==> config.mk <==
export PLATFORM = sky130hd
export DESIGN_NAME = neo_crom_fetch
export DESIGN_NICKNAME = d
export VERILOG_FILES = /design/src/rtl/neo_crom_fetch.sv
export SDC_FILE = /design/constraint.sdc
export NUM_CORES = 1
export LEC_CHECK = 0
export BUFFER_PORTS_ARGS = -buffer_cell sky130_fd_sc_hd__buf_2
export CORE_UTILIZATION = 50
export CTS_CLUSTER_SIZE = 28
export DETAILED_ROUTE_END_ITERATION = 16
export PLACE_DENSITY = 0.82
export SYNTH_ARGS = -nofsm -noshare
export SYNTH_HDL_FRONTEND = slang
export SYNTH_SLANG_ARGS = --single-unit
export TNS_END_PERCENT = 10
==> constraint.sdc <==
create_clock -name CLK_12M -period 4.86 [get_ports CLK_12M]
set_input_delay 0 -clock CLK_12M [delete_from_list [all_inputs] [get_ports CLK_12M]]
set_output_delay 0 -clock CLK_12M [all_outputs]
set_load 0.05 [all_outputs]
==> src/rtl/neo_crom_fetch.sv <==
// neo_crom_fetch: sprite slice C-ROM fetch sequencer feeding the ZMC2 dot shifter.
// Define CROM_FETCH_UNDERRUN_EN to add the saturating UNDERRUN_CNT output.
module neo_crom_fetch #(
  parameter int FIFO_DEPTH = 4,
  parameter int ADDR_W = 25
) (
  input  logic              CLK_12M,
  input  logic              RESET,
  input  logic              REQ_VALID,
  output logic              REQ_READY,
  input  logic [19:0]       REQ_TILE,
  input  logic [3:0]        REQ_LINE,
  input  logic              REQ_HFLIP,
  input  logic [8:0]        REQ_X,
  output logic              MEM_REQ,
  output logic [ADDR_W-1:0] MEM_ADDR,
  input  logic              MEM_ACK,
  input  logic [31:0]       MEM_DATA,
  output logic [31:0]       CR,
  output logic              LOAD,
  output logic              H,
  output logic              EVEN,
  output logic              PIX_VALID,
`ifdef CROM_FETCH_UNDERRUN_EN
  output logic [15:0]       UNDERRUN_CNT,
`endif
  output logic [8:0]        PIX_X
);
  localparam int AW = $clog2(FIFO_DEPTH);
  localparam int CW = AW + 1;
  typedef enum logic [1:0] {F_IDLE, F_RD0, F_RD1} fstate_t;
  typedef enum logic {E_IDLE, E_SHIFT} estate_t;
  typedef struct packed {
    logic [31:0] data;
    logic        h;
    logic        even;
    logic [8:0]  xb;
  } entry_t;
  fstate_t           r_fs;
  estate_t           r_es;
  entry_t            r_mem [FIFO_DEPTH];
  logic [AW-1:0]     r_wp, r_rp;
  logic [CW-1:0]     r_cnt;
  logic              r_rdy_en, r_hflip;
  logic [8:0]        r_x, r_xb;
  logic [ADDR_W-1:0] r_mem_addr;
  logic              r_mem_req;
  logic [1:0]        r_phase;
  logic              w_accept, w_push, w_pop;
  logic [1:0]        w_ph_n;
  entry_t            w_in, w_out;
  assign MEM_REQ   = r_mem_req;
  assign MEM_ADDR  = r_mem_addr;
  assign REQ_READY = r_rdy_en && r_fs == F_IDLE && r_cnt <= CW'(FIFO_DEPTH - 2);
  assign w_accept  = REQ_VALID && REQ_READY;
  assign w_push    = r_fs != F_IDLE && MEM_ACK;
  assign w_pop     = r_cnt != '0 && (r_es == E_IDLE || r_phase == 2'd3);
  assign w_ph_n    = r_phase + 2'd1;
  assign w_in      = {MEM_DATA, ~r_hflip, r_x[0], r_fs == F_RD1 ? r_x + 9'd8 : r_x};
  assign w_out     = r_mem[r_rp];
  // Second read flips only the HALF bit, which sits just above LINE.
  always_ff @(negedge CLK_12M)
    if (RESET) begin
      r_fs       <= F_IDLE;
      r_rdy_en   <= 1'b0;
      r_mem_req  <= 1'b0;
      r_mem_addr <= '0;
      r_hflip    <= 1'b0;
      r_x        <= '0;
    end else begin
      r_rdy_en <= 1'b1;
      case (r_fs)
        F_IDLE: if (w_accept) begin
          r_mem_addr <= ADDR_W'({REQ_TILE, REQ_HFLIP, REQ_LINE});
          r_mem_req  <= 1'b1;
          r_hflip    <= REQ_HFLIP;
          r_x        <= REQ_X;
          r_fs       <= F_RD0;
        end
        F_RD0: if (MEM_ACK) begin
          r_mem_addr <= r_mem_addr ^ ADDR_W'(16);
          r_fs       <= F_RD1;
        end
        F_RD1: if (MEM_ACK) begin
          r_mem_req <= 1'b0;
          r_fs      <= F_IDLE;
        end
        default: r_fs <= F_IDLE;
      endcase
    end
  always_ff @(negedge CLK_12M)
    if (w_push) r_mem[r_wp] <= w_in;
  always_ff @(negedge CLK_12M)
    if (RESET) begin
      r_wp  <= '0;
      r_rp  <= '0;
      r_cnt <= '0;
    end else begin
      if (w_push) r_wp <= r_wp + AW'(1);
      if (w_pop) r_rp <= r_rp + AW'(1);
      r_cnt <= r_cnt + CW'(w_push) - CW'(w_pop);
    end
`ifdef CROM_FETCH_UNDERRUN_EN
  logic [15:0] r_uc;
  assign UNDERRUN_CNT = r_uc;
`endif
  // Phase 0 is the LOAD cycle; an empty FIFO after phase 3 is an underrun.
  always_ff @(negedge CLK_12M)
    if (RESET) begin
      r_es      <= E_IDLE;
      r_phase   <= '0;
      r_xb      <= '0;
      CR        <= '0;
      LOAD      <= 1'b0;
      H         <= 1'b1;
      EVEN      <= 1'b0;
      PIX_VALID <= 1'b0;
      PIX_X     <= '0;
`ifdef CROM_FETCH_UNDERRUN_EN
      r_uc      <= '0;
`endif
    end else if (w_pop) begin
      r_es      <= E_SHIFT;
      r_phase   <= '0;
      r_xb      <= w_out.xb;
      CR        <= w_out.data;
      LOAD      <= 1'b1;
      H         <= w_out.h;
      EVEN      <= w_out.even;
      PIX_VALID <= 1'b1;
      PIX_X     <= w_out.xb;
    end else if (r_es == E_SHIFT && r_phase != 2'd3) begin
      LOAD    <= 1'b0;
      r_phase <= w_ph_n;
      PIX_X   <= r_xb + {6'd0, w_ph_n, 1'b0};
    end else begin
      LOAD      <= 1'b0;
      PIX_VALID <= 1'b0;
      r_es      <= E_IDLE;
`ifdef CROM_FETCH_UNDERRUN_EN
      if (r_es == E_SHIFT && r_uc != 16'hFFFF) r_uc <= r_uc + 16'd1;
`endif
    end
endmodule

Yosys cells after proc, flatten, opt, wreduce, memory -nomap -nowiden:

Memory sizes are Yosys's and may differ from the RTL's. A register that Yosys moved wholly into a read port is not among the register bits.
Cells that the tools add are included.

* add/sub/neg operators: 7
* order comparisons: 1
* equality and inequality tests: 8
* multiplexer cells: 21
* bitwise logic cells: 4
* reductions and logical operators: 19

Operator list (count)
* $pmux W25 S2: 1
* $mux W9: 3
* $mux W25: 1
* $reduce_and A3 Y1: 4
* $mux W2: 5
* $ne A2 B2 Y1 const B: 5
* $add A9 B3 Y9: 1
* $add A9 B4 Y9 const B: 1
* $mux W1: 8
* $reduce_bool A2 Y1: 4
* $add A2 B1 Y2 const B: 3
* $logic_and A1 B1 Y1: 6
* $pmux W2 S3: 1
* $mux W5: 1
* $eq A2 B2 Y1 const B: 2
* $not A1 Y1: 4
* $add A3 B1 Y3: 1
* $le A3 B2 Y1 const B: 1
* $reduce_bool A3 Y1: 1
* $sub A3 B1 Y3: 1
* $eq A2 B1 Y1 const B: 1
* $logic_not A2 Y1: 1
* $pmux W1 S2: 1
* $reduce_and A2 Y1: 1
* 2 further kinds: 2

* register bits after elaboration: 102
* bits in writable memories: 172
* input port bits: 70
* logic and storage cells: 79
* memories kept: 1

Memories
* r_mem: depth 4, bits a word 43, rd ports 1, clocked after Yosys merged registers in 1, wr ports 1, RTL line 41 `entry_t r_mem [FIFO_DEPTH];`

Logic depth before layout (Yosys ltp):

Gate-level depths: netlist (run 1).

* depth after elaboration: 6
* mapped depth: 11

==> summary.txt, run 1 <==
CTS
  – CTS tree: done
  – Deepest clock path buffer count: 3
  – CTS sink cnt: 271
  – Clock transition at the registers of the reported paths: roughly 30 ps
  – Clock latency at the later pin of the worst-skew pair: approximately 630 ps
  – Number of post-CTS setup repair buffers: 0
  – # H-tree levels: 1
  – Resized cells post-CTS: 0
  – Hold_buf cts: 0
  – Clock root cell: clkbuf_16
  – CTS Buf Count: 28

Setup path
  – Setup Crit Path Kind: reg2out
  – CP required: 4860 ps
  – Critical path, cell by cell: inv_1, ha_1, o211a_1, buf_2
  – R2r worst-path depth: 9
  – Instance count on the critical path: 4
  – Cell family with most CP delay: flip-flops
  – Reg2Reg Launch Point: r_phase[0]$_SDFFE_NP0P_
  – Worst Setup EP: REQ_READY
  – CP bufs+invs: 2
  – Critical Path End Type: output pin
  – Startpoint types: flop
  – Arr. time, crit path: between 4000 and 5000 ps
  – Crit path from: r_cnt[1]$_SDFF_NP0_
  – Slowest cell on crit path: dfxtp_1
  – Reg-to-reg endpoint: r_cnt[1]$_SDFF_NP0_
  – Critical path's largest stage delay: 360 ps
  – FF-to-FF setup slack: 1610 ps
  – Critical path fanouts, max: 4

Placement
  – IO buf count: 141
  – Post-DP HPWL: 12870 um
  – Routability Congestion: 0.7548

Run
  – Max Cap Viol: 0

Yosys
  – Register area share after synthesis: 69.66%
  – FF+latch count, synth: 271
  – Syn nets: 798
  – Post-synthesis async set-or-reset flop share: 0%
  – Largest area contributor in the netlist: edfxtp_1
  – Top cell type's share of synthesized area: 49.45%
  – Cell variety after synth: 43
  – Synth area leaders: edfxtp_1 49%, dfxtp_1 20%, mux4_2 9.3%, nand2_1 6.4%, a21oi_1 3.9%
  – EDFF count, synth: 168
  – Syn_area_per_cell: 14.27 sq um
  – Most used DFF post-synth: edfxtp_1
  – Synth Instances: 715
  – Syn Std Cell Area: 10200 sq um
  – Ys Warns: 0

Global routing
  – Grt ovf: 0
  – Antenna violations before repair: 2
  – Total Routing Usage GR: between 20% and 30%
  – Pin count of the biggest net entering global routing: 47
  – Global-route wire length before repair: 36930 um
  – Number of global-route vias before repair: 7972

Layout
  – Most frequent cells in the layout: 285 x inv_1, 175 x nand2_1, 168 x edfxtp_1
  – Layout cells sized above 1: 22.21%
  – Most common cell after layout, fill and taps aside: inv_1
  – Final-layout fill cell count: 1290
  – Util after Layout: approximately two thirds
  – Layout area overhead: 28.31%
  – Nets: 1209

Hold path
  – Hold Path Origin: MEM_ADDR[1]$_SDFFE_NP0P_
  – Min-Delay Path Class: reg2reg

Timing
  – Max-slew violations: 0
  – Slew HR: 20.76%
  – Endpoints failing hold: 0
  – Setup Viol. Count Final: 0
  – Worst Clk Skew: a little under 50 ps
  – Hold WS: 446.3 ps
  – Slew @ Worst Pin: 1189 ps
  – Fin Setup TNS: 0 ps
  – RSZ-0062 raised after global routing: no

Power and ir drop
  – Power Dens Cells: 623.4 nW/um^2
  – P_sw: 3.118 mW
  – Comb pwr share: 22.9%
  – Net Sw Frac: 38.21%
  – Int Power: about 5.0 mW
  – Pwr Total: 8.161 mW
  – Max VDD drop: 0.4331 mV
  – LEAKAGE: between 5 and 6 nW
  – Clock power frac: 40.5%
  – Seq pwr share: a little over a third

Drt
  – Remaining antenna violation count: 0
  – Vias: 7351
  – DR iter-0 viols: 498
  – # DRC: 0
  – Drt total wl: about 24000 um
  – Via density per instance: ~5.2
  – Routed WL per cell: 17.27 um
  – DRT Pass-1 Iters: 8

Die
  – Core ar.: 19720 sq um
  – Die height: 144.8 um
  – Initial Util: between 50 and 60%
  – Die span in x: ~140 um
  – Die area: ~21000 sq um
  – Rows: 51
  – Top-level I/O count: 142

Outcome
  – Status: complete, no violations
cell families after synthesis:
group                    count (synthesis)  synth area share [%]
flip-flops                             271                 69.66
adder cells (fa/ha/maj)                 13                 1.741
buffers and inverters                   53                 3.324
multiplexers                            47                 9.774
AO/OA/AOI/OAI                           98                 5.323
AND/OR/NAND/NOR                        218                 8.891
XOR/XNOR                                15                 1.288
state kept, by name (all words and copies together), names as in the netlist, named ones only:
signal / flops
r_es: 1
H: 1
r_phase: 2
r_mem: 168
r_xb: 9
r_rdy_en: 1
r_rp: 2
CR: 32
r_wp: 2
MEM_ADDR: 25
LOAD: 1
r_fs: 2
PIX_X: 9
MEM_REQ: 1
r_x: 9
r_cnt: 3
r_hflip: 1
power groups by stage:
stage	Clock, mW	Combinational [mW]	Sequential (mW)
6_report	3.31	1.87	2.99
5_1_grt	3.59	2.00	3.02
4_1_cts	3.38	1.87	2.99
3_5_place_dp	0.334	1.83	3.01
3_3_place_gp	0.334	1.80	3.00
2_1_floorplan	0.334	1.04	3.43
cell type report:
type                    instances  area, sq um  share of cell area [%]
multi-input cells             391         2761                   21.10
flip-flops and latches        271         7112                   54.33
repair buffers                151        795.8                   6.079
diodes                          1        2.502                 0.01912
clock inverters               295         1336                   10.21
clock buffers                  28        700.7                   5.353
inverters                      12        50.05                  0.3823
well taps                     265        331.6                   2.533
worst register-to-register path, delay by kind of cell, from the launching register on:
family	cells	cell delay, ps
DFF	1	370
and+or+nand+nor	3	1070
buffers and inverters	2	560
adders and majority gates	4	1120
per-layer routing:
| metal | global-route usage (%) | share of wire (%) |
|---|---|---|
| met1 | 24.64 | 37 |
| met5 | 0 | 0.053 |
| met3 | 8.029 | 6.7 |
| met2 | 40.01 | 53 |
| met4 | 15.35 | 3.2 |
stage by stage:
stage / cells / instance area, sq um / setup slack [ps]
6_report: 1414 / 13090 / 708.0
5_1_grt: 1414 / 13090 / 646.4
4_1_cts: 1413 / 13090 / 687.0
3_5_place_dp: 1091 / 11050 / 515.2
3_3_place_gp: 1091 / 11050 / 596.8
2_1_floorplan: 715 / 10200 / 678.6
cell usage after synthesis, drive strengths merged, types with 5 or more instances:
cell type    n
mux4        42
inv         13
nand2      176
nor2b        5
nor2        15
a21oi       80
buf         27
xor2         9
dfxtp      103
edfxtp     168
ha          11
xnor2        6
clkbuf      13
worst min path at each step:
stage                                      to  cells after the start
floorplan                r_hflip$_SDFFE_NP0P_                      2
global placement    MEM_ADDR[21]$_SDFFE_NP0P_                      2
detailed placement   MEM_ADDR[1]$_SDFFE_NP0P_                      2
CTS                  MEM_ADDR[1]$_SDFFE_NP0P_                      2
global route              CR[27]$_SDFFE_NP0P_                      2
finish               MEM_ADDR[1]$_SDFFE_NP0P_                      2
Note: power is estimated with default switching activity, not from simulation.
==> run 2: changes to the inputs <==
==> constraint.sdc (replaced) <==
create_clock -name CLK_12M -period 4.3 [get_ports CLK_12M]
set_input_delay 0 -clock CLK_12M [delete_from_list [all_inputs] [get_ports CLK_12M]]
set_output_delay 0 -clock CLK_12M [all_outputs]
set_load 0.05 [all_outputs]
==> summary.txt, run 2 (synthesis gave the netlist of run 1 again) <==
Power and ir drop
  – Pwr Total: 8.906 mW (was 8.161 mW)
  – Max VDD drop: 0.4936 mV (was 0.4331 mV)
  – LEAKAGE: 5.824 nW (was 5.873 nW)
  – Power Dens Cells: 686.4 nW/um^2 (was 623.4 nW/um^2)

Setup path
  – Critical Path End Type: output pin (unchanged)
  – Slowest cell on crit path: dfxtp_1 (unchanged)
  – Setup Crit Path Kind: reg2out (unchanged)
  – Arr. time, crit path: 3870 ps (was 4150 ps)
  – FF-to-FF setup slack: 1210 ps (was 1610 ps)
  – Critical path, cell by cell: inv_1, ha_1, o211a_1, buf_2 (unchanged)
  – Reg2Reg Launch Point: r_phase[0]$_SDFFE_NP0P_ (unchanged)
  – Reg-to-reg endpoint: r_cnt[1]$_SDFF_NP0_ (unchanged)
  – R2r worst-path depth: 9 (unchanged)
  – Critical path fanouts, max: 4 (unchanged)
  – Startpoint types: flop (unchanged)
  – CP required: 4300 ps (was 4860 ps)
  – Critical path's largest stage delay: 360 ps (about the same)

Timing
  – Worst Clk Skew: 56.47 ps (was 48.20 ps)
  – Worst setup margin: 430.8 ps (was 708.0 ps)
  – Endpoints failing hold: 0 (unchanged)
  – Fin Setup TNS: 0 ps (unchanged)
  – Hold WS: 447.3 ps (was 446.3 ps)
  – RSZ-0062 raised after global routing: no (unchanged)
  – Slew HR: 24.94% (was 20.76%)
  – Max-slew violations: 0 (unchanged)
  – Slew @ Worst Pin: 1126 ps (was 1189 ps)
  – Setup Viol. Count Final: 0 (unchanged)

Drt
  – DRT Pass-1 Iters: 5 (was 8)
  – Vias: 7284 (was 7351)
  – Remaining antenna violation count: 0 (unchanged)
  – # DRC: 0 (unchanged)
  – DR iter-0 viols: 555 (was 498)
  – Drt total wl: 24300 um (was 24420 um)
  – Routed WL per cell: 17.27 um (about the same)
  – Via density per instance: 5.177 (was 5.199)

Global routing
  – Number of global-route vias before repair: 7879 (was 7972)
  – Grt ovf: 0 (unchanged)
  – Antenna violations before repair: 1 (was 2)
  – Pin count of the biggest net entering global routing: 47 (unchanged)
  – Global-route wire length before repair: 37560 um (was 36930 um)
  – Total Routing Usage GR: 23.80% (was 23.44%)

CTS
  – Hold_buf cts: 0 (unchanged)
  – Number of post-CTS setup repair buffers: 0 (unchanged)
  – CTS sink cnt: 271 (unchanged)
  – Clock latency at the later pin of the worst-skew pair: 640 ps (was 630 ps)
  – # H-tree levels: 1 (unchanged)
  – Deepest clock path buffer count: 3 (unchanged)
  – CTS Buf Count: 27 (was 28)
  – Clock root cell: clkbuf_16 (unchanged)
  – Clock transition at the registers of the reported paths: 30 ps (about the same)
  – CTS tree: done (unchanged)
  – Resized cells post-CTS: 0 (unchanged)

Layout
  – Most frequent cells in the layout: 291 x inv_1, 175 x nand2_1, 168 x edfxtp_1 (was 285 x inv_1, 175 x nand2_1, 168 x edfxtp_1)
  – Layout cells sized above 1: 21.21% (was 22.21%)
  – Nets: 1207 (was 1209)
  – Finished Cell Area: 12970 sq um (was 13090 sq um)
  – Most common cell after layout, fill and taps aside: inv_1 (unchanged)
  – Max reg flops: 168 (unchanged)
  – Util after Layout: 65.80% (was 66.39%)
  – Most flop-heavy register: r_mem (unchanged)
  – Layout area overhead: 27.18% (was 28.31%)
  – Post-route insts no fill: 1407 (was 1414)

Hold path
  – Min-Delay Path Class: reg2reg (unchanged)
  – Hold EP: CR[13]$_SDFFE_NP0P_ (was MEM_ADDR[1]$_SDFFE_NP0P_)
  – Hold Path Origin: CR[13]$_SDFFE_NP0P_ (was MEM_ADDR[1]$_SDFFE_NP0P_)
  – Hold depth: 2 (unchanged)

Die
  – Die height: 144.8 um (unchanged)
  – Core ar.: 19720 sq um (unchanged)
  – Die span in x: 144.8 um (unchanged)
  – Initial Util: 51.74% (unchanged)
  – Top-level I/O count: 142 (unchanged)
  – Rows: 51 (unchanged)
  – Die area: 20980 sq um (unchanged)

Placement
  – DP Area: 11080 sq um (was 11050 sq um)
  – Routability Congestion: 0.7293 (was 0.7548)
  – Post-DP HPWL: 12330 um (was 12870 um)
  – IO buf count: 141 (unchanged)
  – Placed Instances: 1090 (was 1091)
  – Setup WS pre-CTS: 565.5 ps (was 515.2 ps)

Run
  – Max Cap Viol: 0 (unchanged)

Outcome
  – Status: complete, no violations (unchanged)
[run 2: cell count changes in the layout (fill, tap and decap cells not counted), sizes merged]
cell,delta
buf,-1
bufinv,-3
clkbuf,-1
clkinv,-3
clkinvlp,-1
inv,+2
[run 2: worst max path at each step]
| stage | from | end | slack, ps | depth (start not counted) |
|---|---|---|---|---|
| after floorplan | MEM_ACK | r_mem[2][10]$_DFFE_NP_ | 400 | 3 |
| after global placement | MEM_ACK | r_cnt[2]$_SDFF_NP0_ | 560 | 10 |
| after detailed placement | MEM_ACK | r_cnt[2]$_SDFF_NP0_ | 570 | 10 |
| after CTS | r_cnt[1]$_SDFF_NP0_ | REQ_READY | 400 | 4 |
| after global routing | r_cnt[1]$_SDFF_NP0_ | REQ_READY | 340 | 4 |
| final | r_cnt[1]$_SDFF_NP0_ | REQ_READY | 430 | 4 |
[run 2: final cells by class]
cell class / instances / area (sq um)
antenna: 1 / 2.502
inverter: 12 / 50.05
clock buffer: 27 / 675.6
clock inverter: 290 / 1216
multi-input combinational: 391 / 2761
tap: 265 / 331.6
fill: 1310 / 6743
timing repair buffer: 150 / 825.8
sequential: 271 / 7112
[run 2: metal layers]
| metal | vias to the layer above | global-route usage, % | part of all wire [%] |
|---|---|---|---|
| li1 | 3397 | - | - |
| met1 | 3557 | 26.26 | 38 |
| met2 | 276 | 40.01 | 53 |
| met4 | 0 | 14.85 | 2.7 |
| met5 | - | 0 | 0 |
| met3 | 54 | 7.568 | 5.9 |
[run 2: where the power goes]
group	switching (mW)	total [mW]	leakage [nW]	internal [mW]
registers	0.300	3.38	2.34	3.08
logic	1.44	2.10	1.60	0.660
clock network	1.71	3.43	1.89	1.72
total	3.45	8.91	5.82	5.45
[run 2: critical path, delay by kind of cell, from the launching register on]
| kind | cells | cell delay, ps |
|---|---|---|
| buffers and inverters | 2 | 300 |
| flip-flops | 1 | 360 |
| adder cells (fa/ha/maj) | 1 | 240 |
| AO/OA/AOI/OAI | 1 | 230 |
